--- src/rtl/step_clock_gen_if.sv ---
// Signal bundle between the stepping-clock generator and its board/debug-side user.
// The slave modport is the generator; the master modport drives the raw inputs.
interface step_clock_gen_if;
  logic        btn_step;
  logic        run_en;
  logic        core_clk;
  logic        busy;
  logic        btn_db;
  logic [31:0] step_count;
  logic        overrun;

  modport master (
    output btn_step,
    output run_en,
    input  core_clk,
    input  busy,
    input  btn_db,
    input  step_count,
    input  overrun
  );

  modport slave (
    input  btn_step,
    input  run_en,
    output core_clk,
    output busy,
    output btn_db,
    output step_count,
    output overrun
  );
endinterface

--- src/rtl/step_clock_gen.sv ---
// Stepping clock for the single-cycle core: one clean pulse per debounced button press,
// or free-running pulses at a divided rate when the run switch is on.
module step_clock_gen #(
  parameter int unsigned DEBOUNCE_CYCLES = 500000,
  parameter int unsigned RUN_DIV         = 5000000,
  parameter int unsigned PULSE_HIGH      = 4,
  parameter int unsigned PULSE_LOW       = 4,
  parameter bit          BTN_ACTIVE_LOW  = 1'b1
) (
  input logic             clk,
  input logic             reset,
  step_clock_gen_if.slave sc
);

  localparam int unsigned DbW    = $clog2(DEBOUNCE_CYCLES + 1);
  localparam int unsigned DivW   = $clog2(RUN_DIV + 1);
  localparam int unsigned PhMax  = (PULSE_HIGH > PULSE_LOW) ? PULSE_HIGH : PULSE_LOW;
  localparam int unsigned PhW    = $clog2(PhMax + 1);

  localparam logic [DbW-1:0]  DbLast   = DbW'(DEBOUNCE_CYCLES - 1);
  localparam logic [DivW-1:0] DivLast  = DivW'(RUN_DIV - 1);
  localparam logic [PhW-1:0]  HighLast = PhW'(PULSE_HIGH - 1);
  localparam logic [PhW-1:0]  LowLast  = PhW'(PULSE_LOW - 1);

  typedef enum logic [1:0] {StIdle, StHigh, StLow} state_e;

  logic            btn_meta_q, btn_sync_q, run_meta_q, run_sync_q;
  logic            btn_lvl;
  logic [DbW-1:0]  db_cnt_q, db_cnt_d;
  logic            btn_db_q, btn_db_d, btn_db_dly_q;
  logic            press_q, press_d;
  logic [DivW-1:0] div_q, div_d;
  logic            tick_q, tick_d;
  logic            req;
  state_e          state_q, state_d;
  logic [PhW-1:0]  ph_cnt_q, ph_cnt_d;
  logic            core_clk_q, core_clk_d;
  logic            busy_q, busy_d;
  logic [31:0]     step_count_q, step_count_d;
  logic            overrun_q, overrun_d;

  // Synchronizer flops reset to the raw not-pressed level so reset never looks like a press.
  always_ff @(posedge clk or posedge reset) begin
    if (reset) begin
      btn_meta_q <= BTN_ACTIVE_LOW;
      btn_sync_q <= BTN_ACTIVE_LOW;
      run_meta_q <= 1'b0;
      run_sync_q <= 1'b0;
    end else begin
      btn_meta_q <= sc.btn_step;
      btn_sync_q <= btn_meta_q;
      run_meta_q <= sc.run_en;
      run_sync_q <= run_meta_q;
    end
  end

  assign btn_lvl = btn_sync_q ^ BTN_ACTIVE_LOW;

  always_comb begin
    db_cnt_d = '0;
    btn_db_d = btn_db_q;
    if (btn_lvl != btn_db_q) begin
      if (db_cnt_q == DbLast) begin
        btn_db_d = btn_lvl;
      end else begin
        db_cnt_d = db_cnt_q + 1'b1;
      end
    end
  end

  assign press_d = btn_db_q & ~btn_db_dly_q;

  always_comb begin
    div_d  = '0;
    tick_d = 1'b0;
    if (run_sync_q) begin
      if (div_q == DivLast) begin
        tick_d = 1'b1;
      end else begin
        div_d = div_q + 1'b1;
      end
    end
  end

  assign req = run_sync_q ? tick_q : press_q;

  always_comb begin
    state_d      = state_q;
    ph_cnt_d     = ph_cnt_q;
    core_clk_d   = core_clk_q;
    step_count_d = step_count_q;
    overrun_d    = overrun_q;
    case (state_q)
      StIdle: begin
        if (req) begin
          state_d      = StHigh;
          ph_cnt_d     = '0;
          core_clk_d   = 1'b1;
          step_count_d = step_count_q + 32'd1;
        end
      end
      StHigh: begin
        overrun_d = overrun_q | req;
        if (ph_cnt_q == HighLast) begin
          state_d    = StLow;
          ph_cnt_d   = '0;
          core_clk_d = 1'b0;
        end else begin
          ph_cnt_d = ph_cnt_q + 1'b1;
        end
      end
      StLow: begin
        // Also covers a request on the LOW->IDLE cycle: it is dropped.
        overrun_d = overrun_q | req;
        if (ph_cnt_q == LowLast) begin
          state_d  = StIdle;
          ph_cnt_d = '0;
        end else begin
          ph_cnt_d = ph_cnt_q + 1'b1;
        end
      end
      default: begin
        state_d    = StIdle;
        ph_cnt_d   = '0;
        core_clk_d = 1'b0;
      end
    endcase
    busy_d = (state_d != StIdle);
  end

  always_ff @(posedge clk or posedge reset) begin
    if (reset) begin
      db_cnt_q     <= '0;
      btn_db_q     <= 1'b0;
      btn_db_dly_q <= 1'b0;
      press_q      <= 1'b0;
      div_q        <= '0;
      tick_q       <= 1'b0;
      state_q      <= StIdle;
      ph_cnt_q     <= '0;
      core_clk_q   <= 1'b0;
      busy_q       <= 1'b0;
      step_count_q <= '0;
      overrun_q    <= 1'b0;
    end else begin
      db_cnt_q     <= db_cnt_d;
      btn_db_q     <= btn_db_d;
      btn_db_dly_q <= btn_db_q;
      press_q      <= press_d;
      div_q        <= div_d;
      tick_q       <= tick_d;
      state_q      <= state_d;
      ph_cnt_q     <= ph_cnt_d;
      core_clk_q   <= core_clk_d;
      busy_q       <= busy_d;
      step_count_q <= step_count_d;
      overrun_q    <= overrun_d;
    end
  end

  assign sc.core_clk   = core_clk_q;
  assign sc.busy       = busy_q;
  assign sc.btn_db     = btn_db_q;
  assign sc.step_count = step_count_q;
  assign sc.overrun    = overrun_q;

endmodule

--- src/flat_wrapper.sv ---
// flat-port wrapper written by rule: the top's interface ports become plain ports
module step_clock_gen_flat 
#(
  parameter int unsigned DEBOUNCE_CYCLES = 500000,
  parameter int unsigned RUN_DIV         = 5000000,
  parameter int unsigned PULSE_HIGH      = 4,
  parameter int unsigned PULSE_LOW       = 4,
  parameter bit          BTN_ACTIVE_LOW  = 1'b1
)
  (clk, reset, sc_btn_step, sc_run_en, sc_core_clk, sc_busy, sc_btn_db, sc_step_count, sc_overrun);
  step_clock_gen_if sc_i ();
  input logic clk;
  input logic reset;
  input wire logic [$bits(sc_i.btn_step)-1:0] sc_btn_step;
  input wire logic [$bits(sc_i.run_en)-1:0] sc_run_en;
  output wire logic [$bits(sc_i.core_clk)-1:0] sc_core_clk;
  output wire logic [$bits(sc_i.busy)-1:0] sc_busy;
  output wire logic [$bits(sc_i.btn_db)-1:0] sc_btn_db;
  output wire logic [$bits(sc_i.step_count)-1:0] sc_step_count;
  output wire logic [$bits(sc_i.overrun)-1:0] sc_overrun;
  assign sc_i.btn_step = sc_btn_step;
  assign sc_i.run_en = sc_run_en;
  assign sc_core_clk = sc_i.core_clk;
  assign sc_busy = sc_i.busy;
  assign sc_btn_db = sc_i.btn_db;
  assign sc_step_count = sc_i.step_count;
  assign sc_overrun = sc_i.overrun;
  step_clock_gen #(.DEBOUNCE_CYCLES(DEBOUNCE_CYCLES), .RUN_DIV(RUN_DIV), .PULSE_HIGH(PULSE_HIGH), .PULSE_LOW(PULSE_LOW), .BTN_ACTIVE_LOW(BTN_ACTIVE_LOW)) u_core (.clk(clk), .reset(reset), .sc(sc_i));
endmodule
--- config.mk ---
export PLATFORM = sky130hd
export DESIGN_NAME = step_clock_gen_flat
export DESIGN_NICKNAME = d
export VERILOG_FILES = /design/src/rtl/step_clock_gen_if.sv /design/src/rtl/step_clock_gen.sv /design/src/flat_wrapper.sv
export SDC_FILE = /design/constraint.sdc
export NUM_CORES = 1
export LEC_CHECK = 0
export BUFFER_PORTS_ARGS = -buffer_cell sky130_fd_sc_hd__clkbuf_2
export CORE_MARGIN = 3
export CORE_UTILIZATION = 50
export CTS_CLUSTER_DIAMETER = 40
export CTS_CLUSTER_SIZE = 16
export DETAILED_ROUTE_END_ITERATION = 16
export PLACE_DENSITY = 0.69
export SLEW_MARGIN = 20
export SYNTH_ARGS = -nofsm -noshare
export SYNTH_HDL_FRONTEND = slang
export SYNTH_SLANG_ARGS = --single-unit
--- constraint.sdc ---
create_clock -name clk -period 2.5 [get_ports clk]
set_input_delay 0.25 -clock clk [delete_from_list [all_inputs] [get_ports clk]]
set_output_delay 0.25 -clock clk [all_outputs]
set_load 0.005 [all_outputs]
==> qor.yml <==
outcome:
  status: "finished clean"
yosys:
  synth_xor_area_share_pct: 13.97
  yosys_warnings: 0
  synth_top_area_share_pct: 53.22
  synth-seq-cells: 90
  synth_area_per_cell_um2: 10.50
  synthArstFlopShare_pct: 100.0
  yosys.area.top_type: "dfrtp_1"
  ys_types: 38
  synth_top_family_by_area: "simple AND/OR/NAND/NOR gates"
  yosysSeqAreaShare_pct: 54.49
  synth_area_mm2: 0.004138
  synth_fp_nets: 406
  synth_flop_cell: "dfrtp_1"
  yosys.area_share.adder_pct: 2.419
  synth_mux_area_share_pct: 0.7862
  synth-compound-area-share_pct: 2.631
  postSynthCellCount: 394
  yosys-top-cells-area: "dfrtp_1 (53%), xnor2_1 (8.3%), xor2_1 (5.7%), nor2_1 (4.9%), nand2_1 (3.4%)"
  yosysMostFrequentCell: "dfrtp_1"
  synth_edf_count: 0
  synthTopCellsByCount: "dfrtp_1 (88), nor2_1 (54), xnor2_1 (39), nand2_1 (37), xor2_1 (27)"
  yosys.area_share.simple_pct: 24.40
critical_path:
  start_kind: "register"
  worstPathMaxFanout: 4
  cp-end-kind: "register"
  critPathRequiredTime_ns: 2.74
  crit_arrival_ns: 2.56
  path_class: "register to register"
  regToRegSetupSlack_ns: 0.18
placed_design:
  gp_congestion: 0.8644
  port_buffers: 39
  dp_worst_setup_slack_ns: 0.1819
  hpwl_um: 5350
sta:
  worst_slew_pin_slew_ns: 0.4931
  period_minus_slack_ns: 2.321
  final.setup_skew_ns: 0.007663
  tns_ns: 0
  whs_ns: 0.3595
  clock.fmax_mhz: 430.8
  slew_viol_final: 0
  setup_slack_ns: 0.1788
  period_share_pct: 92.85
  setup_viol: 0
  rsz0062_at_grt: "no"
  finalHoldViolations: 0
  slew_headroom_pct: 67.05
cells_and_area:
  multi_input_area_mm2: 0.001829
  drive_gt1_share_pct: 16.63
  area_growth_pct: 15.21
  nets: 466
  fin_util_pct: 60.44
  antenna_cells: 0
  fill_cells: 673
  register_area_mm2: 0.002255
floorplanning:
  dieArea_mm2: 0.009403
  core_area_mm2: 0.007888
  die_x_um: 96.97
  initial_core_util_pct: 52.46
  row_count: 32
  die_h_um: 96.97
  ios: 40
grt:
  grtUsageMet3_pct: 4.254
  overflow: 0
  antenna_found_initial: 0
  grt_pass1_wl_um: 13140
  busiest_layer: "met2"
  grtUsageMet1_pct: 23.44
  grt_use_total_pct: 16.82
  grt_max_degree: 71
  grt_pass1_vias: 2863
  met2_usage_pct: 26.33
clock_network:
  post_cts_buffers: 0
  cts_resized: 0
  numCtsBuffers: 9
  clock_sinks: 90
  clkLatencyLatePin_ns: 0.35
  cts_tree: "done"
  cts_buffer_depth: 2
  hold_buffers: 3
  ctsHtreeMaxLevel: 3
  clk_pin_slew_ns: 0.08
  root_buffer: "clkbuf_8"
hold_path:
  min_path_type: "register to register"
detailed_routing:
  drt_iter0_drc: 175
  drt.antenna.violating_nets: 0
  first_pass_iters: 4
  drcViolationCount: 0
  post_drt_wl_per_cell_um: 13.86
  vias: 2990
  drt_wl_total_um: 7745
  vias_per_cell: 5.349
power_and_ir_drop:
  p_per_area_mw_per_mm2: 528.6
  p_leak_nw: 2.219
  peakVddDrop_uv: 321.4
flow_run:
  cap_violations: 0
## final cells by class
cell class              instances  area share [%]
flip-flops and latches         90           47.30
inverters                       9          0.7874
well taps                     102           2.677
clock buffers                  10           2.887
clock inverters                 4           1.102
multi-input cells             290           38.37
repair buffers                 54           6.877
## power breakdown
group	total, mW	internal (mW)	switching, mW
combinational	0.0682	0.0205	0.0476
sequential	1.48	1.47	0.00922
clock	0.976	0.482	0.493
total	2.52	1.97	0.550
## worst max-delay path, cell delays in order (launching register included)
cell and delay (ns):
dfrtp_1 0.40, inv_1 0.12, ha_1 0.17, nand2_1 0.06, or4_1 0.61, nor4_4 0.34, buf_4 0.17, or2b_1 0.23
xnor2_1 0.12
## flip-flops by register name, indices dropped and copies added (netlist names), 2 cells and up
signal / cells
u_core.ph_cnt_q: 3
u_core.div_q: 23
u_core.sc.step_count: 32
u_core.db_cnt_q: 19
u_core.state_q: 2
## cells by family after synthesis
family	count (synthesis)
flip-flops	90
adder cells (fa/ha/maj)	8
multiplexers	3
XOR/XNOR	66
AO/OA/AOI/OAI	18
AND/OR/NAND/NOR	195
buffers and inverters	14
## layout by cell type, fill, tap and decap left out, types with 3 or more instances in the layout
cell type / count
xor2_1: 27
clkbuf_8: 10
and2_1: 6
and3_1: 11
and4_1: 8
nor2_1: 54
a21oi_1: 6
dlygate4sd3_1: 3
nand3_1: 22
clkbuf_2: 39
nor4_1: 5
nor3_1: 12
xnor2_1: 39
o21ai_0: 6
nand4_1: 21
dfrtp_1: 88
ha_1: 8
or3_1: 4
nand2_1: 37
buf_4: 11
inv_1: 8
## per-stage QoR
stage,total power [mW],cell area [um^2],cells
floorplan,1.547,4141,394
global route,2.627,4767,559
finish,2.520,4767,559
CTS,2.555,4767,559
detailed placement,1.572,4547,542
global placement,1.571,4547,542
## per-layer routing
| metal | up-vias | wire, um |
|---|---|---|
| met3 | 6 | 293 |
| met1 | 1464 | 3798 |
| met2 | 54 | 3580 |
| met4 | 0 | 73 |
| li1 | 1466 | - |
| met5 | - | 0 |
## worst paths after layout
check / from / end / cells past startpoint
setup / recovery: u_core.state_q[1]$_DFF_PP0_ / u_core.sc.step_count[28]$_DFFE_PP0P_ / 8
hold / removal: u_core.btn_meta_q$_DFF_PP1_ / u_core.btn_sync_q$_DFF_PP1_ / 0
setup reg to reg: u_core.state_q[1]$_DFF_PP0_ / u_core.sc.step_count[28]$_DFFE_PP0P_ / 8
hold reg to reg: u_core.btn_meta_q$_DFF_PP1_ / u_core.btn_sync_q$_DFF_PP1_ / 0
max in group asynchronous: reset / u_core.btn_meta_q$_DFF_PP1_ / 4
min in group asynchronous: reset / u_core.state_q[0]$_DFF_PP0_ / 3
Power figures use the tool's default switching activity.
